===== src/rtl/lsu_dcache_pkg.sv =====
// lsu_dcache_pkg: shared types, default widths, LSU opcodes and saturating increment for the data cache
package lsu_dcache_pkg;
    localparam int DEF_ADDR_W  = 16;
    localparam int DEF_DATA_W  = 16;
    localparam int DEF_INDEX_W = 4;
    localparam logic [3:0] LW = 4'b0100;
    localparam logic [3:0] SW = 4'b0101;
    typedef enum logic [1:0] {IDLE, FILL, WRITE} state_t;
    function automatic logic [15:0] sat_inc(input logic [15:0] v);
        return v + {15'd0, v != 16'hFFFF};
    endfunction
endpackage


===== src/rtl/lsu_dcache_array.sv =====
// lsu_dcache_array: direct-mapped valid/tag/data storage, combinational read, one synchronous write port
//   clk_i, rst_i            : clock, sync active-high reset (clears valid bits only)
//   rd_index -> rd_valid/rd_tag/rd_data : combinational lookup
//   wr_en, wr_index, wr_tag, wr_data    : line write, sets valid
module lsu_dcache_array import lsu_dcache_pkg::*; #(
    parameter int INDEX_W = DEF_INDEX_W,
    parameter int TAG_W   = DEF_ADDR_W - DEF_INDEX_W,
    parameter int DATA_W  = DEF_DATA_W
) (
    input  logic               clk_i,
    input  logic               rst_i,
    input  logic [INDEX_W-1:0] rd_index,
    output logic               rd_valid,
    output logic [TAG_W-1:0]   rd_tag,
    output logic [DATA_W-1:0]  rd_data,
    input  logic               wr_en,
    input  logic [INDEX_W-1:0] wr_index,
    input  logic [TAG_W-1:0]   wr_tag,
    input  logic [DATA_W-1:0]  wr_data
);
    logic [2**INDEX_W-1:0] valid;
    logic [TAG_W-1:0]      tags [2**INDEX_W];
    logic [DATA_W-1:0]     data [2**INDEX_W];
    always_ff @(posedge clk_i) begin
        if (rst_i) valid <= '0;
        else if (wr_en) valid[wr_index] <= 1'b1;
    end
    always_ff @(posedge clk_i) begin
        if (wr_en && !rst_i) begin
            tags[wr_index] <= wr_tag;
            data[wr_index] <= wr_data;
        end
    end
    assign rd_valid = valid[rd_index];
    assign rd_tag   = tags[rd_index];
    assign rd_data  = data[rd_index];
endmodule


===== src/rtl/lsu_dcache.sv =====
// lsu_dcache: direct-mapped write-through no-write-allocate data cache between the LSU and backing memory
//   LSU side    : mem_addr_i, mem_read_en_i, mem_write_en_i, mem_write_data_i -> mem_read_data_o, dcache_valid_o
//   memory side : bmem_req_o, bmem_we_o, bmem_addr_o, bmem_wdata_o <- bmem_rdata_i, bmem_ack_i
//   stats       : hit_cnt_o, miss_cnt_o (saturating load hit/miss counts)
module lsu_dcache import lsu_dcache_pkg::*; #(
    parameter int ADDR_W  = DEF_ADDR_W,
    parameter int DATA_W  = DEF_DATA_W,
    parameter int INDEX_W = DEF_INDEX_W
) (
    input  logic              clk_i,
    input  logic              rst_i,
    input  logic [ADDR_W-1:0] mem_addr_i,
    input  logic              mem_read_en_i,
    input  logic              mem_write_en_i,
    input  logic [DATA_W-1:0] mem_write_data_i,
    output logic [DATA_W-1:0] mem_read_data_o,
    output logic              dcache_valid_o,
    output logic              bmem_req_o,
    output logic              bmem_we_o,
    output logic [ADDR_W-1:0] bmem_addr_o,
    output logic [DATA_W-1:0] bmem_wdata_o,
    input  logic [DATA_W-1:0] bmem_rdata_i,
    input  logic              bmem_ack_i,
    output logic [15:0]       hit_cnt_o,
    output logic [15:0]       miss_cnt_o
);
    localparam int TAG_W = ADDR_W - INDEX_W;
    state_t state_q, state_d;
    logic [ADDR_W-1:0] look_addr;
    logic [TAG_W-1:0]  arr_tag;
    logic [DATA_W-1:0] arr_data, rd_q;
    logic arr_valid, idle, rd_req, hit, idle_hit, fill_ack, write_ack;
    // in WRITE the hit is re-evaluated against the latched store address
    always_comb begin
        idle            = state_q == IDLE;
        rd_req          = mem_read_en_i && !mem_write_en_i;
        look_addr       = idle ? mem_addr_i : bmem_addr_o;
        hit             = arr_valid && arr_tag == look_addr[ADDR_W-1:INDEX_W];
        idle_hit        = !rst_i && idle && rd_req && hit;
        fill_ack        = !rst_i && state_q == FILL && bmem_ack_i;
        write_ack       = !rst_i && state_q == WRITE && bmem_ack_i;
        state_d         = idle ? (mem_write_en_i ? WRITE : (rd_req && !hit) ? FILL : IDLE)
                               : (bmem_ack_i ? IDLE : state_q);
        dcache_valid_o  = idle_hit || fill_ack || write_ack;
        mem_read_data_o = idle_hit ? arr_data : fill_ack ? bmem_rdata_i : rd_q;
    end
    lsu_dcache_array #(.INDEX_W(INDEX_W), .TAG_W(TAG_W), .DATA_W(DATA_W)) u_array (
        .clk_i    (clk_i),
        .rst_i    (rst_i),
        .rd_index (look_addr[INDEX_W-1:0]),
        .rd_valid (arr_valid),
        .rd_tag   (arr_tag),
        .rd_data  (arr_data),
        .wr_en    (fill_ack || (write_ack && hit)),
        .wr_index (bmem_addr_o[INDEX_W-1:0]),
        .wr_tag   (bmem_addr_o[ADDR_W-1:INDEX_W]),
        .wr_data  (fill_ack ? bmem_rdata_i : bmem_wdata_o)
    );
    always_ff @(posedge clk_i) state_q <= rst_i ? IDLE : state_d;
    always_ff @(posedge clk_i) begin
        if (rst_i) begin
            bmem_req_o   <= 1'b0;
            bmem_we_o    <= 1'b0;
            bmem_addr_o  <= '0;
            bmem_wdata_o <= '0;
            hit_cnt_o    <= '0;
            miss_cnt_o   <= '0;
            rd_q         <= '0;
        end else begin
            if (idle && mem_write_en_i) begin
                bmem_req_o   <= 1'b1;
                bmem_we_o    <= 1'b1;
                bmem_addr_o  <= mem_addr_i;
                bmem_wdata_o <= mem_write_data_i;
            end else if (idle && rd_req && !hit) begin
                bmem_req_o  <= 1'b1;
                bmem_we_o   <= 1'b0;
                bmem_addr_o <= mem_addr_i;
                miss_cnt_o  <= sat_inc(miss_cnt_o);
            end else if (fill_ack || write_ack) begin
                bmem_req_o <= 1'b0;
            end
            if (idle_hit) begin
                hit_cnt_o <= sat_inc(hit_cnt_o);
                rd_q      <= arr_data;
            end
            if (fill_ack) rd_q <= bmem_rdata_i;
        end
    end
endmodule


===== config.mk =====
export PLATFORM = sky130hd
export DESIGN_NAME = lsu_dcache
export DESIGN_NICKNAME = d
export VERILOG_FILES = /design/src/rtl/lsu_dcache_pkg.sv /design/src/rtl/lsu_dcache_array.sv /design/src/rtl/lsu_dcache.sv
export SDC_FILE = /design/constraint.sdc
export NUM_CORES = 1
export LEC_CHECK = 0
export CAP_MARGIN = 0
export CORE_UTILIZATION = 60
export DETAILED_ROUTE_END_ITERATION = 6
export MAX_ROUTING_LAYER = met4
export PLACE_DENSITY = 0.85
export SETUP_SLACK_MARGIN = 0.3
export SYNTH_ARGS = -nofsm -noshare
export SYNTH_HDL_FRONTEND = slang
export SYNTH_SLANG_ARGS = --single-unit

===== constraint.sdc =====
create_clock -name clk_i -period 7 [get_ports clk_i]
set_input_delay 1.05 -clock clk_i [delete_from_list [all_inputs] [get_ports clk_i]]
set_output_delay 1.05 -clock clk_i [all_outputs]
set_load 0.01 [all_outputs]

==> key figures, run 1 <==
STA
  • RSZ-0062 raised after global routing: false
  • Slew Viols, Final: 0
  • Minimum clock period: ~6.6 ns
  • Final number of setup-violating endpoints: 0
  • Fin Setup TNS: 0 ns
  • Worst slew margin: a little under a fifth
  • Fmax: around 0.15 GHz
  • Final hold slack: 0.469 ns
  • Slew @ Worst Pin: approximately 1.2 ns
  • Hold Vio Cnt, Final: 0
  • Fin crit share: a little over nine tenths
  • Clock skew: ~0.017 ns

Synthesis
  • Post-Syn Instances: around 1,600
  • Post-synthesis sequential area ratio: between 60% and 70%
  • Syn Area/Cell: 14.5 sq um
  • Share of the synthesized area in the top cell type: between 50% and 60%
  • Synth Register Bits: about 550
  • Multiplexer area fraction after synthesis: about an eighth
  • Main synth FF type: edfxtp_1
  • Largest family of logic cells by synthesized area: multiplexers
  • Synthesized cell area: ~0.023 sq mm
  • Top post-synthesis cells by area: edfxtp_1, dfxtp_1, mux4_2
  • Ys Warns: 0
  • Post-synth EDFFs: 448
  • Cell taking the most area after synthesis: edfxtp_1
  • Synth Area in XOR/XNOR: less than 1%
  • Adder-Cell Fraction of Synth Area: 0.217%
  • Synth cell types: ~70
  • Async S/R FF share, synth: 0%
  • Simple-gate share of the synthesized area: roughly a tenth
  • Syn nets: roughly 1,600
  • Post-synthesis compound-gate area fraction: between 8 and 9%

Finish
  • ANT cells: 0
  • Ratio of cells with drive above 1 in the final layout: approximately 15%
  • Non-filler cells, final: roughly 2,300
  • Core Util, Final: between 70% and 80%
  • Area grow syn2layout: 16.4%
  • Fin nets: ~1,800

Pwr
  • Clk network pwr share: a little under 40%
  • Comb pwr share: between 10% and 20%
  • Leakage power: about 0.009 uW
  • Sequential power share: between 50 and 60%
  • Peak supply drop: 235 uV
  • Power per cell area: 266 mW/mm^2
  • Switch share: 23.9%
  • Internal power: 5430 uW
  • Net Sw Power: between 1500 and 2000 uW

Critical path
  • Critical Path AT: approximately 5.6 ns
  • Crit end category: output port
  • Reg2reg start: state_q[0]
  • CP Class: in -> out
  • CP Launch Point: mem_addr_i[0]
  • Worst-path cell chain: clkdlybuf4s50_1 -> buf_4 -> nor3b_2 -> nor3_1 -> a21oi_1 -> o22ai_1 -> nor4_1 -> o221a_2 -> and4_1 -> buf_4 -> a21oi_1 -> nand2_1 -> clkdlybuf4s50_1
  • Worst reg-to-reg setup slack: about 1.6 ns
  • CP max FO: 30
  • Crit path largest cell delay: 0.68 ns
  • Worst Reg-to-Reg Cells: 12
  • Worst EP required: around 6 ns
  • Crit-path slowest cell: nor4_1
  • R2R Path End: u_array.tags[15][5]
  • Worst Setup EP: mem_read_data_o[3]
  • Crit path launch type: primary input

Placed design
  • Gpl congestion: between 0.9 and 1
  • # port buffers: ~140
  • HPWL after detailed placement: about 36 mm
  • Placed Instances: around 2,200

Clocking
  • Clk_lat worst skew: around 0.61 ns
  • Post-CTS repair timing setup buffer count: 0
  • Cts bufs inserted: 53
  • CTS tree: yes
  • Hold_buf cts: 0
  • Longest Clk Path Bufs: 3
  • Clock slew seen by the registers of the worst setup and hold paths: 0.06 ns
  • Post-CTS Resized: 0
  • H-tree lvl count: 2
  • Clock sinks: approximately 550
  • Root buf cell: clkbuf_16

GRT
  • Total GRT Usage: ~33%
  • Grt ovf: 0
  • Initial antenna violation count: 0
  • Vias in the first global route: ~15,000
  • Largest net degree at the start of global routing: around 70
  • First-pass GRT wire length: slightly above 90 mm

Die
  • Core area: 0.0378 sq mm
  • Ports: 136
  • DIE HEIGHT: between 150 and 200 um
  • Die width: around 200 um
  • Die area: a little under 0.04 sq mm
  • Rows: 71
  • Initial core utilization: between 60% and 70%

Drt
  • Vias per cell: 6.85
  • DRC violations left: 0
  • DR vias: 15,600
  • First drt pass iteration count: 6
  • Post-DRT Antenna Nets: 0
  • Post-Route WL: approximately 63 mm
  • Drt wl/cell: 27.6 um
  • DRT iter0 DRCs: roughly 2,200

Job
  • Max-Cap Viols: 0

Worst hold path
  • Hold crit path type: reg -> reg

Status
  • Status: finished clean
==> cells by family after synthesis <==
kind of cell             count (synthesis)
flip-flops                             548
AND/OR/NAND/NOR                        426
AO/OA/AOI/OAI                          281
multiplexers                           189
buffers and inverters                  124
XOR/XNOR                                13
adder cells (fa/ha/maj)                  4
==> cell type report <==
cell class / count / area (sq um)
clock inverters: 28 / 241
fillers: 2288 / 10900
well taps: 511 / 639
flip-flops and latches: 548 / 15500
clock buffers: 69 / 1410
inverters: 21 / 78.8
multi-input cells: 915 / 7190
repair buffers: 188 / 1820
==> synth_stat cells (5+ instances only) <==
cell	n
a211oi_1	17
a21o_1	16
a21oi_1	96
a22o_1	8
a31oi_1	24
and3_1	54
buf_1	15
buf_2	37
buf_6	5
clkbuf_1	41
dfxtp_1	100
edfxtp_1	448
inv_1	20
mux2_2	10
mux2i_1	107
mux4_2	72
nand2_1	157
nand2b_1	6
nand3_1	36
nand3b_1	15
nand4_1	9
nor2_1	48
nor2b_1	7
nor3_1	30
nor4_1	7
o211ai_1	5
o21a_1	5
o21ai_0	26
o22ai_1	22
o31ai_1	14
o32ai_1	18
o41ai_1	6
or2_2	7
or3_1	8
or4_1	14
xnor2_1	6
xor2_1	7
==> cells in the final DEF (no fill, tap or decap), drive strengths merged, types with 20 or more instances in the layout <==
master	Yosys	layout
a31oi	26	26
a21oi	96	96
clkbuf	42	69
nand2	159	160
buf	61	54
and3	54	54
clkinv	1	24
nor2	49	50
nor3	30	30
inv	20	20
edfxtp	448	448
mux4	72	72
mux2i	107	107
nand3	36	36
o22ai	22	22
o21ai	28	28
dfxtp	100	100
clkdlybuf4s50	0	134
==> flip-flops by register name, indices dropped and copies added, names as in the netlist <==
name	cells
u_array.data	256
u_array.tags	192
bmem_wdata_o	16
miss_cnt_o	16
bmem_we_o	1
u_array.valid	16
hit_cnt_o	16
bmem_addr_o	16
bmem_req_o	1
rd_q	16
state_q	2
==> how the worst min path moves through the flow <==
stage	start	to	slack, ns	cells past startpoint
floorplan	u_array.valid[11]	u_array.valid[11]	0.44	2
finish	u_array.valid[9]	u_array.valid[9]	0.47	2
global route	u_array.valid[9]	u_array.valid[9]	0.49	2
CTS	u_array.valid[9]	u_array.valid[9]	0.47	2
global placement	u_array.valid[11]	u_array.valid[11]	0.45	2
detailed placement	u_array.valid[9]	u_array.valid[9]	0.46	2
==> per-stage QoR <==
step                      total power [uW]  instance area (sq um)  setup slack, ns
final                                 7130                  26800            0.402
after global routing                  7310                  26800            0.326
after CTS                             7120                  26800            0.342
after detailed placement              4400                  25100            0.434
after global placement                4380                  25100            0.624
after floorplan                       4150                  23100            0.813
==> critical path: cells and delay by family <==
kind	cells	cell delay [ns]
buffers and inverters	4	1.90
AO/OA/AOI/OAI	4	0.76
AND/OR/NAND/NOR	5	1.80
==> power groups by stage <==
stage	registers, uW	clock network [uW]	logic [uW]
floorplan	3660	0	488
global placement	3680	0	705
detailed placement	3680	0	724
CTS	3610	2780	735
global route	3610	2890	798
finish	3610	2760	756
==> metal layers <==
metal | GRT usage (%) | up-vias | wire, um
met4 | 17.3 | 0 | 3220
met2 | 50.5 | 1189 | 29800
met5 | - | - | 0
met1 | 42.5 | 7684 | 22800
li1 | - | 6490 | -
met3 | 6.76 | 260 | 7160
No activity file was read; power rests on OpenSTA's default activity.
==> inputs of run 2 (changes only) <==
--- a/config.mk
+++ b/config.mk
@@ -6,6 +6,7 @@
 export NUM_CORES = 1
 export LEC_CHECK = 0
 export CAP_MARGIN = 0
+export CORE_ASPECT_RATIO = 0.75
 export CORE_UTILIZATION = 60
 export DETAILED_ROUTE_END_ITERATION = 6
 export MAX_ROUTING_LAYER = met4
==> run 2 against run 1 <==
Against the previous run: die area barely moved; critical path depth rose by 1; hold slack improved by 0.0087 ns; routed wire length rose by 2.7%; clock-buffer cell count rose by 4; maximum frequency fell by 0.27%; critical path type unchanged.
==> key figures, run 2 (synthesized netlist as in run 1, its figures left out) <==
Status
  • Status: finished clean (unchanged)

STA
  • Final hold slack: 0.478 ns (was 0.469 ns)
  • Worst slew margin: 9.27% (was 18.7%)
  • RSZ-0062 raised after global routing: false (unchanged)
  • Hold Vio Cnt, Final: 0 (unchanged)
  • Slew @ Worst Pin: 1.35 ns (was 1.21 ns)
  • Fin crit share: 94.5% (was 94.3%)
  • Slew Viols, Final: 0 (unchanged)
  • Clock skew: 0.0211 ns (was 0.0174 ns)
  • Minimum clock period: 6.62 ns (was 6.60 ns)
  • Fin Setup TNS: 0 ns (unchanged)
  • Fmax: 0.151 GHz (was 0.152 GHz)
  • Final number of setup-violating endpoints: 0 (unchanged)

GRT
  • Initial antenna violation count: 0 (unchanged)
  • Vias in the first global route: 15,500 (was 15,300)
  • First-pass GRT wire length: 95.1 mm (was 92.1 mm)
  • Total GRT Usage: 33.7% (was 33.2%)
  • Largest net degree at the start of global routing: 84 (was 69)
  • Grt ovf: 0 (unchanged)

Drt
  • Drt wl/cell: 28.4 um (was 27.6 um)
  • Routed wl met2: 29.6 mm (was 29.8 mm)
  • DR vias: 15,800 (was 15,600)
  • Post-Route WL: 64.6 mm (was 62.9 mm)
  • First drt pass iteration count: 6 (unchanged)
  • Vias per cell: 6.96 (was 6.85)
  • Met3 routed wirelength: 8.31 mm (was 7.16 mm)
  • Max Used Layer: met4 (unchanged)
  • Post-DRT Antenna Nets: 0 (unchanged)
  • DRC violations left: 0 (unchanged)
  • DRT iter0 DRCs: 2,609 (was 2,181)
  • Met1 wire length: 23.9 mm (was 22.8 mm)

Critical path
  • Worst Reg-to-Reg Cells: 13 (was 12)
  • Crit-path slowest cell: nor3b_2 (was nor4_1)
  • Buf+Inv Stages, Crit Path: 4 (unchanged)
  • Crit path largest cell delay: 0.71 ns (was 0.68 ns)
  • Worst reg-to-reg setup slack: 1.27 ns (was 1.57 ns)
  • Crit path launch type: primary input (unchanged)
  • R2R Path End: u_array.data[10][13] (was u_array.tags[15][5])
  • Reg2reg start: state_q[0] (unchanged)
  • Crit path max-delay family: simple AND/OR/NAND/NOR gates (was buffers and inverters)
  • Critical Path AT: 5.57 ns (was 5.55 ns)
  • Worst-path cell chain: clkdlybuf4s50_1 -> buf_4 -> nor3b_2 -> nor3_1 -> a21oi_1 -> o22ai_1 -> nor3_1 -> a2bb2oi_1 -> o221a_2 -> nand4_2 -> buf_4 -> nand3_1 -> nand2_1 -> clkdlybuf4s50_1 (was clkdlybuf4s50_1 -> buf_4 -> nor3b_2 -> nor3_1 -> a21oi_1 -> o22ai_1 -> nor4_1 -> o221a_2 -> and4_1 -> buf_4 -> a21oi_1 -> nand2_1 -> clkdlybuf4s50_1)
  • Worst EP required: 5.95 ns (about the same)
  • Crit end category: output port (unchanged)
  • CP Class: in -> out (unchanged)
  • CP max FO: 30 (unchanged)

Placed design
  • # port buffers: 135 (unchanged)
  • Placed cell area: 0.0251 sq mm (about the same)
  • HPWL after detailed placement: 38.0 mm (was 35.9 mm)
  • Gpl congestion: 0.914 (was 0.940)

Clocking
  • Post-CTS repair timing setup buffer count: 0 (unchanged)
  • Longest Clk Path Bufs: 3 (unchanged)
  • Clock slew seen by the registers of the worst setup and hold paths: 0.07 ns (was 0.06 ns)
  • CTS tree: yes (unchanged)
  • Cts bufs inserted: 50 (was 53)
  • Root buf cell: clkbuf_16 (unchanged)
  • Clock sinks: 548 (unchanged)
  • Hold_buf cts: 0 (unchanged)
  • H-tree lvl count: 2 (unchanged)
  • Clk_lat worst skew: 0.59 ns (was 0.61 ns)

Finish
  • Biggest regs: u_array.data x256, u_array.tags x192 (unchanged)
  • Core Util, Final: 71.6% (was 71.1%)
  • Max FFs per register: 256 (unchanged)
  • Finished Cell Area: 0.0268 sq mm (about the same)
  • Fin nets: 1,784 (unchanged)
  • Area grow syn2layout: 16.3% (was 16.4%)
  • Commonest non-fill, non-tap cell in the layout: edfxtp_1 (unchanged)
  • Largest Register: u_array.data (unchanged)
  • Ratio of cells with drive above 1 in the final layout: 15.4% (was 14.7%)
  • Most frequent cells in the layout: edfxtp_1, nand2_1, clkdlybuf4s50_1 (unchanged)

Die
  • Die width: 228 um (was 198 um)
  • Die area: 0.0392 sq mm (about the same)
  • Rows: 61 (was 71)
  • Ports: 136 (unchanged)
  • Initial core utilization: 61.5% (was 61.1%)
  • Core area: 0.0375 sq mm (was 0.0378 sq mm)
  • DIE HEIGHT: 172 um (was 198 um)

Pwr
  • Power per cell area: 265 mW/mm^2 (was 266 mW/mm^2)
  • Peak supply drop: 221 uV (was 235 uV)
  • Leakage power: 0.00901 uW (was 0.00898 uW)

Worst hold path
  • Hold Crit Start: u_array.valid[11] (was u_array.valid[9])
  • Hold crit path type: reg -> reg (unchanged)
  • Hold path depth: 2 (unchanged)
  • Hold endpoint: u_array.valid[11] (was u_array.valid[9])

Job
  • Max-Cap Viols: 0 (unchanged)
run 2: cell types whose count changed in the layout (fill, tap and decap cells not counted), moves of 3 or more:
cell,previous run,this run
buf_4,48,53
bufinv_16,4,1
clkbuf_1,15,7
clkbuf_16,54,51
clkbuf_8,0,15
clkinv_1,11,4
run 2: through the flow:
stage          total power, uW  instances  setup WS, ns
2_1_floorplan             4150       1585         0.813
3_5_place_dp              4400       2177         0.553
6_report                  7120       2272         0.385
3_3_place_gp              4380       2177         0.709
4_1_cts                   7090       2269         0.430
5_1_grt                   7280       2271         0.301
run 2: power breakdown:
part           switching [uW]  internal [uW]
sequential               54.4           3560
clock                    1210           1540
combinational             456            301
run 2: layout make-up:
cell class / instances / area [sq um]
inverter: 21 / 78.8
clock inverter: 19 / 143
antenna: 1 / 2.50
timing repair buffer: 191 / 1820
multi-input combinational: 915 / 7180
tap: 504 / 631
fill: 2245 / 10700
sequential: 548 / 15500
clock buffer: 73 / 1510
run 2: routing by layer:
metal,global-route usage [%],vias up
met5,-,-
met4,14.1,0
met3,8.90,249
met2,51.4,1313
met1,43.5,7771
li1,-,6488
run 2: how the worst max path moves through the flow:
stage | slack, ns | cells after the start | from | endpoint
2_1_floorplan | 0.81 | 14 | mem_addr_i[0] | u_array.data[0][0]
3_3_place_gp | 0.71 | 14 | mem_addr_i[1] | mem_read_data_o[13]
3_5_place_dp | 0.55 | 14 | mem_addr_i[0] | mem_read_data_o[0]
4_1_cts | 0.43 | 13 | mem_addr_i[0] | mem_read_data_o[0]
5_1_grt | 0.30 | 14 | mem_addr_i[0] | mem_read_data_o[8]
6_report | 0.38 | 14 | mem_addr_i[0] | mem_read_data_o[0]
run 2: what timing repair did:
item / in CTS / in global routing
gates resized for setup: 0 / 3
endpoints found under the hold margin: 0 / 0
endpoints found under the setup margin: 0 / 16
run 2: worst reg2reg max path: stages (launching register included):
cell       delay, ns
dfxtp_1         0.91
or2_1           0.58
a31oi_1         0.31
buf_4           0.28
o32ai_1         0.33
or3_1           0.16
o211ai_1        0.09
a2111oi_2       0.66
o221a_2         0.42
and3_1          0.24
a31oi_2         0.38
buf_4           0.33
nor3_2          0.25
buf_4           0.43
